==> config.mk <==
export PLATFORM = sky130hd
export DESIGN_NAME = uart_cfg_flat
export DESIGN_NICKNAME = d
export VERILOG_FILES = /design/src/rtl/uart_cfg_if.sv /design/src/rtl/uart_cfg.sv /design/src/flat_wrapper.sv
export SDC_FILE = /design/constraint.sdc
export NUM_CORES = 1
export LEC_CHECK = 0
export ABC_AREA = 1
export CAP_MARGIN = 20
export CORE_ASPECT_RATIO = 0.75
export CORE_MARGIN = 2
export CORE_UTILIZATION = 36
export DETAILED_ROUTE_END_ITERATION = 12
export PLACE_DENSITY = 0.55
export SLEW_MARGIN = 20
export SYNTH_ARGS = -nofsm -noshare
export SYNTH_HDL_FRONTEND = slang
export SYNTH_HIERARCHICAL = 1
export SYNTH_SLANG_ARGS = --single-unit
==> constraint.sdc <==
create_clock -name clk -period 3.2 [get_ports clk]
set_clock_uncertainty 0.15 [all_clocks]
set_input_delay 0.64 -clock clk [delete_from_list [all_inputs] [get_ports clk]]
set_output_delay 0.64 -clock clk [all_outputs]
set_load 0.1 [all_outputs]
==> src/rtl/uart_cfg_if.sv <==
// Host-side bundle of the configurable UART: config, TX FIFO push, RX FIFO pop, status.
// Latency: none (signal bundle only).
// Backpressure: full / empty are the flow-control indications for write_en / read_en.
//
// master: host register side. slave: uart_cfg.
interface uart_cfg_if #(
    parameter int DATA_BITS = 8,
    parameter int FIFO_AW   = 3,
    parameter int DIV_W     = 10
);
    logic [DIV_W-1:0]     baud_div;
    logic [1:0]           parity_mode;
    logic                 stop2;
    logic                 write_en;
    logic [DATA_BITS-1:0] write_data;
    logic                 full;
    logic [FIFO_AW:0]     tx_level;
    logic                 read_en;
    logic [DATA_BITS-1:0] read_data;
    logic [1:0]           rx_err;
    logic                 empty;
    logic [FIFO_AW:0]     rx_level;
    logic                 overrun;
    logic                 clr_err;
    logic                 tx_busy;

    modport master (
        output baud_div, parity_mode, stop2, write_en, write_data, read_en, clr_err,
        input  full, tx_level, read_data, rx_err, empty, rx_level, overrun, tx_busy
    );

    modport slave (
        input  baud_div, parity_mode, stop2, write_en, write_data, read_en, clr_err,
        output full, tx_level, read_data, rx_err, empty, rx_level, overrun, tx_busy
    );
endinterface

==> src/rtl/uart_cfg.sv <==
// Configurable UART: baud tick generator, RX/TX engines with parity/stop selection, RX/TX FIFOs.
// Latency: rx pin -> RX FIFO push at mid first stop bit (+2 sync cycles); TX FIFO -> tx pin 1 cycle.
// Backpressure: writes ignored while full, reads ignored while empty; RX word dropped (overrun) when RX FIFO full.
//
// Ports: clk, rst (async active-low), bus (uart_cfg_if.slave: config, TX push, RX pop, status),
//        rx (serial in), tx (serial out). Optional macro UART_LOOPBACK_EN adds input 'loopback'
//        which feeds the internal tx into the RX synchroniser and holds the tx pin at 1.

// Generic FIFO: registered pointers/level, first-word fall-through head (zero while empty).
module uart_cfg_fifo #(
    parameter int W  = 8,
    parameter int AW = 3
) (
    input  logic         clk,
    input  logic         rst,
    input  logic         i_wr,
    input  logic [W-1:0] i_din,
    output logic         o_full,
    input  logic         i_rd,
    output logic [W-1:0] o_dout,
    output logic         o_empty,
    output logic [AW:0]  o_level
);
    localparam logic [AW:0] DEPTH = (AW+1)'(1) << AW;

    logic [W-1:0]  r_mem [2**AW];
    logic [AW-1:0] r_wr_ptr;
    logic [AW-1:0] r_rd_ptr;
    logic [AW:0]   r_level;
    logic          w_wr_ok;
    logic          w_rd_ok;

    assign o_full  = (r_level == DEPTH);
    assign o_empty = (r_level == '0);
    assign o_level = r_level;
    assign w_wr_ok = i_wr && !o_full;
    assign w_rd_ok = i_rd && !o_empty;
    assign o_dout  = o_empty ? '0 : r_mem[r_rd_ptr];

    always_ff @(posedge clk) begin
        if (w_wr_ok) r_mem[r_wr_ptr] <= i_din;
    end

    // Pointers are AW bits wide so they wrap modulo the depth for free.
    always_ff @(posedge clk or negedge rst) begin
        if (!rst) begin
            r_wr_ptr <= '0;
            r_rd_ptr <= '0;
            r_level  <= '0;
        end else begin
            if (w_wr_ok) r_wr_ptr <= r_wr_ptr + 1'b1;
            if (w_rd_ok) r_rd_ptr <= r_rd_ptr + 1'b1;
            case ({w_wr_ok, w_rd_ok})
                2'b10:   r_level <= r_level + 1'b1;
                2'b01:   r_level <= r_level - 1'b1;
                default: r_level <= r_level;
            endcase
        end
    end
endmodule

module uart_cfg #(
    parameter int DATA_BITS = 8,
    parameter int FIFO_AW   = 3,
    parameter int DIV_W     = 10,
    parameter int OVS       = 16
) (
    input  logic      clk,
    input  logic      rst,
`ifdef UART_LOOPBACK_EN
    input  logic      loopback,
`endif
    uart_cfg_if.slave bus,
    input  logic      rx,
    output logic      tx
);
    localparam int CW = $clog2(2*OVS);
    localparam int BW = $clog2(DATA_BITS);

    typedef enum logic [2:0] {S_IDLE, S_START, S_DATA, S_PARITY, S_STOP} state_t;

    // ---------------- baud tick ----------------
    logic [DIV_W-1:0] r_baud_cnt;
    logic             w_tick;

    // '>=' also recovers cleanly if baud_div is lowered below the running count.
    assign w_tick = (r_baud_cnt >= bus.baud_div);

    always_ff @(posedge clk or negedge rst) begin
        if (!rst)        r_baud_cnt <= '0;
        else if (w_tick) r_baud_cnt <= '0;
        else             r_baud_cnt <= r_baud_cnt + 1'b1;
    end

    // ---------------- pin muxing / synchroniser ----------------
    logic r_tx;
    logic r_rx_s1;
    logic r_rx_s2;
    logic w_rx_src;

`ifdef UART_LOOPBACK_EN
    assign w_rx_src = loopback ? r_tx : rx;
    assign tx       = loopback ? 1'b1 : r_tx;
`else
    assign w_rx_src = rx;
    assign tx       = r_tx;
`endif

    always_ff @(posedge clk or negedge rst) begin
        if (!rst) begin
            r_rx_s1 <= 1'b1;
            r_rx_s2 <= 1'b1;
        end else begin
            r_rx_s1 <= w_rx_src;
            r_rx_s2 <= r_rx_s1;
        end
    end

    // ---------------- RX engine ----------------
    state_t               r_rx_state;
    logic [CW-1:0]        r_rx_cnt;
    logic [BW-1:0]        r_rx_bit;
    logic [DATA_BITS-1:0] r_rx_shift;
    logic                 r_rx_par_en;
    logic                 r_rx_odd;
    logic                 r_rx_perr;
    logic                 w_rx_bit_end;
    logic                 w_rx_push;
    logic                 w_rx_full;
    logic [DATA_BITS+1:0] w_rx_head;
    logic                 r_overrun;

    assign w_rx_bit_end = w_tick && (r_rx_cnt == CW'(OVS-1));
    // The push is taken directly off the stop-bit sample so the frame error needs no extra state.
    assign w_rx_push    = (r_rx_state == S_STOP) && w_rx_bit_end;

    always_ff @(posedge clk or negedge rst) begin
        if (!rst) begin
            r_rx_state  <= S_IDLE;
            r_rx_cnt    <= '0;
            r_rx_bit    <= '0;
            r_rx_shift  <= '0;
            r_rx_par_en <= 1'b0;
            r_rx_odd    <= 1'b0;
            r_rx_perr   <= 1'b0;
        end else begin
            case (r_rx_state)
                S_IDLE: begin
                    if (!r_rx_s2) begin
                        r_rx_state  <= S_START;
                        r_rx_cnt    <= '0;
                        r_rx_perr   <= 1'b0;
                        r_rx_par_en <= (bus.parity_mode == 2'b01) || (bus.parity_mode == 2'b10);
                        r_rx_odd    <= (bus.parity_mode == 2'b10);
                    end
                end
                S_START: begin
                    if (w_tick) begin
                        if (r_rx_cnt == CW'(OVS/2-1)) begin
                            // Mid start bit: a high line here was only a glitch.
                            r_rx_cnt   <= '0;
                            r_rx_bit   <= '0;
                            r_rx_state <= r_rx_s2 ? S_IDLE : S_DATA;
                        end else begin
                            r_rx_cnt <= r_rx_cnt + 1'b1;
                        end
                    end
                end
                S_DATA: begin
                    if (w_rx_bit_end) begin
                        r_rx_cnt   <= '0;
                        r_rx_shift <= {r_rx_s2, r_rx_shift[DATA_BITS-1:1]};
                        if (r_rx_bit == BW'(DATA_BITS-1))
                            r_rx_state <= r_rx_par_en ? S_PARITY : S_STOP;
                        else
                            r_rx_bit <= r_rx_bit + 1'b1;
                    end else if (w_tick) begin
                        r_rx_cnt <= r_rx_cnt + 1'b1;
                    end
                end
                S_PARITY: begin
                    if (w_rx_bit_end) begin
                        r_rx_cnt   <= '0;
                        r_rx_perr  <= r_rx_s2 ^ (^r_rx_shift) ^ r_rx_odd;
                        r_rx_state <= S_STOP;
                    end else if (w_tick) begin
                        r_rx_cnt <= r_rx_cnt + 1'b1;
                    end
                end
                S_STOP: begin
                    if (w_rx_bit_end) begin
                        r_rx_cnt   <= '0;
                        r_rx_state <= S_IDLE;
                    end else if (w_tick) begin
                        r_rx_cnt <= r_rx_cnt + 1'b1;
                    end
                end
                default: r_rx_state <= S_IDLE;
            endcase
        end
    end

    uart_cfg_fifo #(.W(DATA_BITS+2), .AW(FIFO_AW)) u_rx_fifo (
        .clk     (clk),
        .rst     (rst),
        .i_wr    (w_rx_push),
        .i_din   ({r_rx_perr, !r_rx_s2, r_rx_shift}),
        .o_full  (w_rx_full),
        .i_rd    (bus.read_en),
        .o_dout  (w_rx_head),
        .o_empty (bus.empty),
        .o_level (bus.rx_level)
    );

    assign bus.read_data = w_rx_head[DATA_BITS-1:0];
    assign bus.rx_err    = w_rx_head[DATA_BITS+1:DATA_BITS];

    // A drop in the same cycle as clr_err keeps the flag set.
    always_ff @(posedge clk or negedge rst) begin
        if (!rst)                         r_overrun <= 1'b0;
        else if (w_rx_push && w_rx_full)  r_overrun <= 1'b1;
        else if (bus.clr_err)             r_overrun <= 1'b0;
    end
    assign bus.overrun = r_overrun;

    // ---------------- TX engine ----------------
    state_t               r_tx_state;
    logic [CW-1:0]        r_tx_cnt;
    logic [BW-1:0]        r_tx_bit;
    logic [DATA_BITS-1:0] r_tx_shift;
    logic                 r_tx_par_en;
    logic                 r_tx_parbit;
    logic                 r_tx_stop2;
    logic                 r_tx_busy;
    logic [DATA_BITS-1:0] w_tx_head;
    logic                 w_tx_empty;
    logic                 w_tx_bit_end;
    logic                 w_tx_stop_end;
    logic                 w_tx_pop;

    assign w_tx_bit_end  = w_tick && (r_tx_cnt == CW'(OVS-1));
    assign w_tx_stop_end = (r_tx_state == S_STOP) && w_tick &&
                           (r_tx_cnt == (r_tx_stop2 ? CW'(2*OVS-1) : CW'(OVS-1)));
    // Popping on the last stop tick lets a queued frame start with no idle cycle in between.
    assign w_tx_pop      = !w_tx_empty && ((r_tx_state == S_IDLE) || w_tx_stop_end);

    always_ff @(posedge clk or negedge rst) begin
        if (!rst) begin
            r_tx_state  <= S_IDLE;
            r_tx_cnt    <= '0;
            r_tx_bit    <= '0;
            r_tx_shift  <= '0;
            r_tx_par_en <= 1'b0;
            r_tx_parbit <= 1'b0;
            r_tx_stop2  <= 1'b0;
            r_tx_busy   <= 1'b0;
            r_tx        <= 1'b1;
        end else if (w_tx_pop) begin
            // Frame config is captured here so later changes cannot disturb it.
            r_tx_state  <= S_START;
            r_tx_cnt    <= '0;
            r_tx_shift  <= w_tx_head;
            r_tx_par_en <= (bus.parity_mode == 2'b01) || (bus.parity_mode == 2'b10);
            r_tx_parbit <= (^w_tx_head) ^ (bus.parity_mode == 2'b10);
            r_tx_stop2  <= bus.stop2;
            r_tx_busy   <= 1'b1;
            r_tx        <= 1'b0;
        end else begin
            case (r_tx_state)
                S_START: begin
                    if (w_tx_bit_end) begin
                        r_tx_cnt   <= '0;
                        r_tx_bit   <= '0;
                        r_tx_state <= S_DATA;
                        r_tx       <= r_tx_shift[0];
                    end else if (w_tick) begin
                        r_tx_cnt <= r_tx_cnt + 1'b1;
                    end
                end
                S_DATA: begin
                    if (w_tx_bit_end) begin
                        r_tx_cnt <= '0;
                        if (r_tx_bit == BW'(DATA_BITS-1)) begin
                            r_tx_state <= r_tx_par_en ? S_PARITY : S_STOP;
                            r_tx       <= r_tx_par_en ? r_tx_parbit : 1'b1;
                        end else begin
                            r_tx_bit   <= r_tx_bit + 1'b1;
                            r_tx_shift <= r_tx_shift >> 1;
                            r_tx       <= r_tx_shift[1];
                        end
                    end else if (w_tick) begin
                        r_tx_cnt <= r_tx_cnt + 1'b1;
                    end
                end
                S_PARITY: begin
                    if (w_tx_bit_end) begin
                        r_tx_cnt   <= '0;
                        r_tx_state <= S_STOP;
                        r_tx       <= 1'b1;
                    end else if (w_tick) begin
                        r_tx_cnt <= r_tx_cnt + 1'b1;
                    end
                end
                S_STOP: begin
                    if (w_tx_stop_end) begin
                        r_tx_cnt   <= '0;
                        r_tx_state <= S_IDLE;
                        r_tx_busy  <= 1'b0;
                    end else if (w_tick) begin
                        r_tx_cnt <= r_tx_cnt + 1'b1;
                    end
                end
                S_IDLE:  r_tx <= 1'b1;
                default: r_tx_state <= S_IDLE;
            endcase
        end
    end

    assign bus.tx_busy = r_tx_busy;

    uart_cfg_fifo #(.W(DATA_BITS), .AW(FIFO_AW)) u_tx_fifo (
        .clk     (clk),
        .rst     (rst),
        .i_wr    (bus.write_en),
        .i_din   (bus.write_data),
        .o_full  (bus.full),
        .i_rd    (w_tx_pop),
        .o_dout  (w_tx_head),
        .o_empty (w_tx_empty),
        .o_level (bus.tx_level)
    );
endmodule

==> src/flat_wrapper.sv <==
// flat-port wrapper written by rule: the top's interface ports become plain ports
module uart_cfg_flat 
#(
    parameter int DATA_BITS = 8,
    parameter int FIFO_AW   = 3,
    parameter int DIV_W     = 10,
    parameter int OVS       = 16
)
  (clk, rst, rx, tx, bus_baud_div, bus_parity_mode, bus_stop2, bus_write_en, bus_write_data, bus_read_en, bus_clr_err, bus_full, bus_tx_level, bus_read_data, bus_rx_err, bus_empty, bus_rx_level, bus_overrun, bus_tx_busy);
  uart_cfg_if #(.DATA_BITS(DATA_BITS), .FIFO_AW(FIFO_AW), .DIV_W(DIV_W)) bus_i ();
  input  logic clk;
  input  logic rst;
  input  logic rx;
  output logic tx;
  input wire logic [$bits(bus_i.baud_div)-1:0] bus_baud_div;
  input wire logic [$bits(bus_i.parity_mode)-1:0] bus_parity_mode;
  input wire logic [$bits(bus_i.stop2)-1:0] bus_stop2;
  input wire logic [$bits(bus_i.write_en)-1:0] bus_write_en;
  input wire logic [$bits(bus_i.write_data)-1:0] bus_write_data;
  input wire logic [$bits(bus_i.read_en)-1:0] bus_read_en;
  input wire logic [$bits(bus_i.clr_err)-1:0] bus_clr_err;
  output wire logic [$bits(bus_i.full)-1:0] bus_full;
  output wire logic [$bits(bus_i.tx_level)-1:0] bus_tx_level;
  output wire logic [$bits(bus_i.read_data)-1:0] bus_read_data;
  output wire logic [$bits(bus_i.rx_err)-1:0] bus_rx_err;
  output wire logic [$bits(bus_i.empty)-1:0] bus_empty;
  output wire logic [$bits(bus_i.rx_level)-1:0] bus_rx_level;
  output wire logic [$bits(bus_i.overrun)-1:0] bus_overrun;
  output wire logic [$bits(bus_i.tx_busy)-1:0] bus_tx_busy;
  assign bus_i.baud_div = bus_baud_div;
  assign bus_i.parity_mode = bus_parity_mode;
  assign bus_i.stop2 = bus_stop2;
  assign bus_i.write_en = bus_write_en;
  assign bus_i.write_data = bus_write_data;
  assign bus_i.read_en = bus_read_en;
  assign bus_i.clr_err = bus_clr_err;
  assign bus_full = bus_i.full;
  assign bus_tx_level = bus_i.tx_level;
  assign bus_read_data = bus_i.read_data;
  assign bus_rx_err = bus_i.rx_err;
  assign bus_empty = bus_i.empty;
  assign bus_rx_level = bus_i.rx_level;
  assign bus_overrun = bus_i.overrun;
  assign bus_tx_busy = bus_i.tx_busy;
  uart_cfg #(.DATA_BITS(DATA_BITS), .FIFO_AW(FIFO_AW), .DIV_W(DIV_W), .OVS(OVS)) u_core (.clk(clk), .rst(rst), .bus(bus_i), .rx(rx), .tx(tx));
endmodule
# Yosys cells after proc, flatten, opt, wreduce, memory -nomap -nowiden
# Memory sizes are Yosys's and may differ from the RTL's.
# Cells that the tools add are included.
# W data, S select, Z words.
# totals
memories	2
regBits	79
out_inout_bits	23
input_bits	27
mem_bits_rw	144
# op_classes
n_lt_le_gt_ge	1
eq_ne	41
n_reduce_logical	50
mux	67
bitwise	5
add_sub_neg	13
# mem_list
name	words	word_bits	read_ports	rd_clocked_by_memory_dff	write_ports	line_no	text
u_core.u_rx_fifo.r_mem	8	10	1	0	1	uart_cfg.sv:26	logic [W-1:0] r_mem [2**AW];
u_core.u_tx_fifo.r_mem	8	8	1	0	1	uart_cfg.sv:26	
# op_table
op	count
$mux W3	22
$mux W5	10
$mux W8	5
$pmux W3 S5	2
$mux W10	2
$reduce_bool A2 Y1	10
$add A3 B1 Y3 const B	6
$mux W1	17
$ne A2 B1 Y1 const B	8
$pmux W4 S2	2
$reduce_xor A8 Y1	2
$ne A3 B2 Y1 const B	5
$pmux W5 S3	1
$eq A3 B2 Y1 const B	4
$eq A3 B3 Y1 const B	4
$pmux W3 S2	2
$logic_and A1 B1 Y1	11
$add A10 B1 Y10 const B	1
$add A5 B1 Y5 const B	2
$eq A5 B4 Y1 const B	2
$ge A10 B10 Y1	1
$ne A2 B2 Y1 const B	5
$pmux W5 S2	1
$reduce_and A5 Y1	2
other kinds (26)	50

# Longest topological paths before layout
# depth
depth_word	8
ltp_mapped	24
ltp_nobuf	23

# By module
# Netlist, hierarchy kept.
# modules_own_cells
module	area_each_um2	n_inst	seq_area_each_um2	cells_per_inst
uart_cfg_fifo (u_core.u_rx_fifo)	3729.8	1	2652.5	318
uart_cfg	3530.9	1	1480.2	464
uart_cfg_fifo (u_core.u_tx_fifo)	3171.8	1	2172.1	270

# Worst setup path before layout
# OpenSTA, ideal clock, no wires.
# synth_path
kind	register to output
start	reg u_core.u_rx_fifo.r_level[2] (netlist: u_core/u_rx_fifo/o_level[2])
end	out bus_read_data[0]
required_ns	2.410
t_arrival_ns	2.754
n_path_buf	1
stages_incl_launch_ff	6
slack_ns	-0.344
cell_sequence	dfrtp_1 > inv_1 > nand3_1 > buf_2 > nand2_1 > nor2_1
# synth_via
elab_chain_len	2
# synth_lines
item	line_no	text
start: declaration	uart_cfg.sv:29	logic [AW:0] r_level;
start signal: assignment	uart_cfg.sv:54	2'b10: r_level <= r_level + 1'b1;
start signal: assignment	uart_cfg.sv:55	2'b01: r_level <= r_level - 1'b1;
start signal: assignment	uart_cfg.sv:56	default: r_level <= r_level;
$logic_not A4 Y1	uart_cfg.sv:34	assign o_empty = (r_level == '0);
$mux W10	uart_cfg.sv:38	assign o_dout = o_empty ? '0 : r_mem[r_rd_ptr];
end: declaration	flat_wrapper.sv:24	output wire logic [$bits(bus_i.read_data)-1:0] bus_read_data;
# No other way between the ends.

# Worst setup path in the final report
# layout_path
start	reg u_core.u_rx_fifo.r_rd_ptr[1]
end	out bus_read_data[3]
# layout_via
elab_chain_len	2
# layout_lines
item	line_no	text
start: declaration	uart_cfg.sv:28	logic [AW-1:0] r_rd_ptr;
start signal: assignment	uart_cfg.sv:52	if (w_rd_ok) r_rd_ptr <= r_rd_ptr + 1'b1;
$mem_v2 Z8 W10	-	
$mux W10	uart_cfg.sv:38	
# No other way between the ends.

==> impl_metrics.csv <==
group,metric,value,unit
route,firstDrtPassIters,5,
sta,final.min_clock_period,2.96,ns
worst_setup_path,endpoint_kind,"primary output",
route,highest_layer,"met4",
floorplanning,rows,53,
sta,holdWs,0.218,ns
pwr,powerDensity,923,nW/um^2
worst_setup_path,worst_path_max_delay_cell,"dfrtp_1",
pwr,p_leak,5.33,nW
sta,rsz0062_at_grt,"false",
synthesis,ys_seq_elements,223,
synthesis,syn_nets,1109,
cells_and_area,drive_gt1_share,14.5,%
cts,cts_root_buf,"clkbuf_16",
global_route,grt_pass1_wl,36700,um
synthesis,synth_top_cells_by_area,"edfxtp_1 41%, dfrtp_1 18%, nand2_1 7.7%",
cells_and_area,n_antenna_cell,0,
floorplanning,start_util,36.9,%
cts,cts_sinks,223,
sta,worstMarginPinSlew,0.729,ns
route,routedWlPerCell,14.1,um
route,met1_length,11200,um
route,vias_per_cell,4.64,
synthesis,avgSynthCellArea,9.92,um^2
cts,htree_levels,1,
sta,finalSetupViolCount,0,
synthesis,seq_area_frac_synth,60.4,%
global_route,grt_pass1_vias,7079,
sta,max_clock_freq,337,MHz
route,finalWirelength,21800,um
cts,cts_tree,"built",
cts,postCtsSetupRepairBufs,0,
route,wl_met3,904,um
synthesis,syn_inst,1052,
cells_and_area,synthToLayoutAreaGrowth,19.7,%
synthesis,syn_area,10400,um^2
synthesis,async_flop_share,35.4,%
floorplanning,core-area,28200,um^2
route,drtIter0Drc,368,
worst_setup_path,crit_fanout,11,
sta,slew_viol_final,0,
cts,cts_buffers,24,
floorplanning,io_pins,50,
global_route,antenna_found_initial,0,
placement,port_buffers,49,
pwr,power_frac_seq,33.3,%
cts,clk_latency,0.52,ns
worst_setup_path,path_buf_inv,2,
cells_and_area,mostFrequentLayoutCells,"215 x nand2_1, 173 x nor2_1, 144 x edfxtp_1, 85 x inv_1, 76 x dfrtp_1",
floorplanning,fp.dieW,201,um
pwr,intPower,6.74,mW
worst_setup_path,critPathArrivalTime,2.17,ns
job,drv_cap,0,
cts,cts_buffer_depth,3,
pwr,p_clk_share,24.0,%
global_route,grt.total_usage,14.9,%
worst_setup_path,worstPathRequired,2.41,ns
sta,slew_headroom,51.4,%
status,status,"finished clean",
synthesis,synth_edf_count,144,
route,vias,7198,
worst_setup_path,startpoint_type,"flip-flop",
sta,hold_viol,0,
floorplanning,die_h,151,um
route,route.detailed.drc,0,
cells_and_area,final_nets,1204,
worst_setup_path,cp_top_family,"buffers and inverters",
cts,path_clk_slew,0.06,ns
global_route,gr-total-overflow,0,
placement,place.gp.congestion,0.822,
synthesis,yosys.area.top_type,"edfxtp_1",
pwr,combPwrFrac,42.7,%
sta,period_share,92.7,%
synthesis,synth_top_cell_area_share,41.4,%
pwr,switching_share,41.4,%
pwr,peakVddDrop,0.000666,V
synthesis,ys.flop_type,"edfxtp_1",
worst_setup_path,critPathMaxStageDelay,0.41,ns
cells_and_area,final_util,44.2,%
synthesis,ys_types,43,
cells_and_area,fillers,2708,
floorplanning,design.die.area,30400,um^2
worst_setup_path,path_cells,"inv_1, o21ai_0, o22ai_1, nor2_1, nor2_2, buf_12",
route,drt.antenna.violating_nets,0,
worst_setup_path,crit_type,"flip-flop to primary output",
route,met2_length,9390,um
min_path,hold_class,"flip-flop to flip-flop",
placement,dpl.hpwl,15000,um
pwr,switchingPower,4.77,mW
synthesis,yosysWarnings,6,
global_route,grt_max_degree,42,
cells_and_area,final_common_cell,"nand2_1",
==> cell usage after synthesis, types with 2 or more instances <==
library cell / instances
a21oi_1: 13
buf_4: 6
dfrtp_1: 76
nand2_1: 215
inv_1: 85
or2_4: 2
xor2_1: 13
o211ai_1: 17
or2_2: 2
ha_1: 30
inv_4: 2
dfstp_2: 3
nand3_4: 2
edfxtp_1: 144
nand2_2: 11
o21ai_2: 3
inv_2: 10
nor2_4: 2
clkbuf_1: 4
nor2_1: 183
nor2_2: 9
buf_2: 11
o22ai_1: 21
nand3_1: 31
nand3_2: 2
nand4_1: 3
xnor2_1: 14
buf_6: 6
nand3b_1: 4
nor3_1: 8
o21ai_0: 53
or2_0: 2
o21ai_1: 55
==> routing by layer <==
metal	up-vias	GRT usage (%)
met1	3337	21.4
met4	0	3.74
met5	-	0
met3	30	2.15
li1	3699	-
met2	132	24.0
==> flip-flops by register name (all words and copies together) (netlist names), 4 cells and up <==
register,count
u_core/r_tx_cnt,5
u_core/u_rx_fifo/r_mem,80
u_core/r_tx_shift,8
u_core/r_baud_cnt,10
u_core/u_rx_fifo/o_level,4
u_core/r_rx_cnt,5
u_core/u_tx_fifo/o_level,4
u_core/r_rx_shift,8
u_core/u_tx_fifo/r_mem,64
==> power groups by stage <==
stage / Sequential (mW) / Combinational, mW / Clock (mW)
2_1_floorplan: 4.15 / 3.24 / 0
3_3_place_gp: 3.89 / 4.91 / 0
3_5_place_dp: 3.90 / 4.95 / 0
4_1_cts: 3.84 / 4.96 / 2.85
5_1_grt: 3.91 / 5.41 / 2.97
6_report: 3.84 / 4.92 / 2.76
==> path summary, 6_finish.rpt <==
check                                                   from                           end  slack, ns  cells after the start
worst min-delay path                          u_core/r_rx_s1                u_core/r_rx_s2       0.22                      0
worst min register to register                u_core/r_rx_s1                u_core/r_rx_s2       0.22                      0
max in group asynchronous                                rst                     u_core/tx       1.74                      3
min in group asynchronous                                rst  u_core/u_tx_fifo/r_wr_ptr[2]       0.46                      2
worst max-delay path            u_core/u_rx_fifo/r_rd_ptr[1]              bus_read_data[3]       0.24                      6
worst max register to register          u_core/r_baud_cnt[5]   u_core/u_tx_fifo/o_level[2]       0.45                     20
==> stage by stage <==
stage	worst slack [ns]	setup TNS, ns	power [mW]	cells	area (um^2)
floorplan	0.110	0	7.39	1052	10500
global route	0.00481	0	12.3	1550	12500
detailed placement	-0.286	-18.85	8.85	1505	11700
global placement	-0.243	-14.51	8.80	1505	11700
CTS	0.240	0	11.7	1550	12500
finish	0.235	0	11.5	1550	12500
==> timing repair <==
action / 4_1_cts / 5_1_grt
setup endpoints to repair: 0 / 2
hold buffers: 1 / 0
gates resized for setup: 0 / 2
endpoints found under the hold margin: 31 / 0
==> cells by family after synthesis <==
family / count (synthesis) / share of synthesized area, %
buffers and inverters: 125 / 5.32
AOI/OAI and AO/OA: 167 / 9.02
and+or+nand+nor: 480 / 19.4
xor gates and xnor gates: 27 / 2.27
DFF: 223 / 60.4
adders and majority gates: 30 / 3.60
==> final cells by class <==
class | count | area, um^2 | share of cell area [%]
flip-flops and latches | 223 | 6300 | 50.5
well taps | 385 | 482 | 3.86
repair buffers | 97 | 943 | 7.56
clock inverters | 11 | 149 | 1.19
multi-input cells | 704 | 3600 | 28.9
clock buffers | 33 | 634 | 5.08
inverters | 97 | 369 | 2.96
Power figures use the tool's default switching activity.
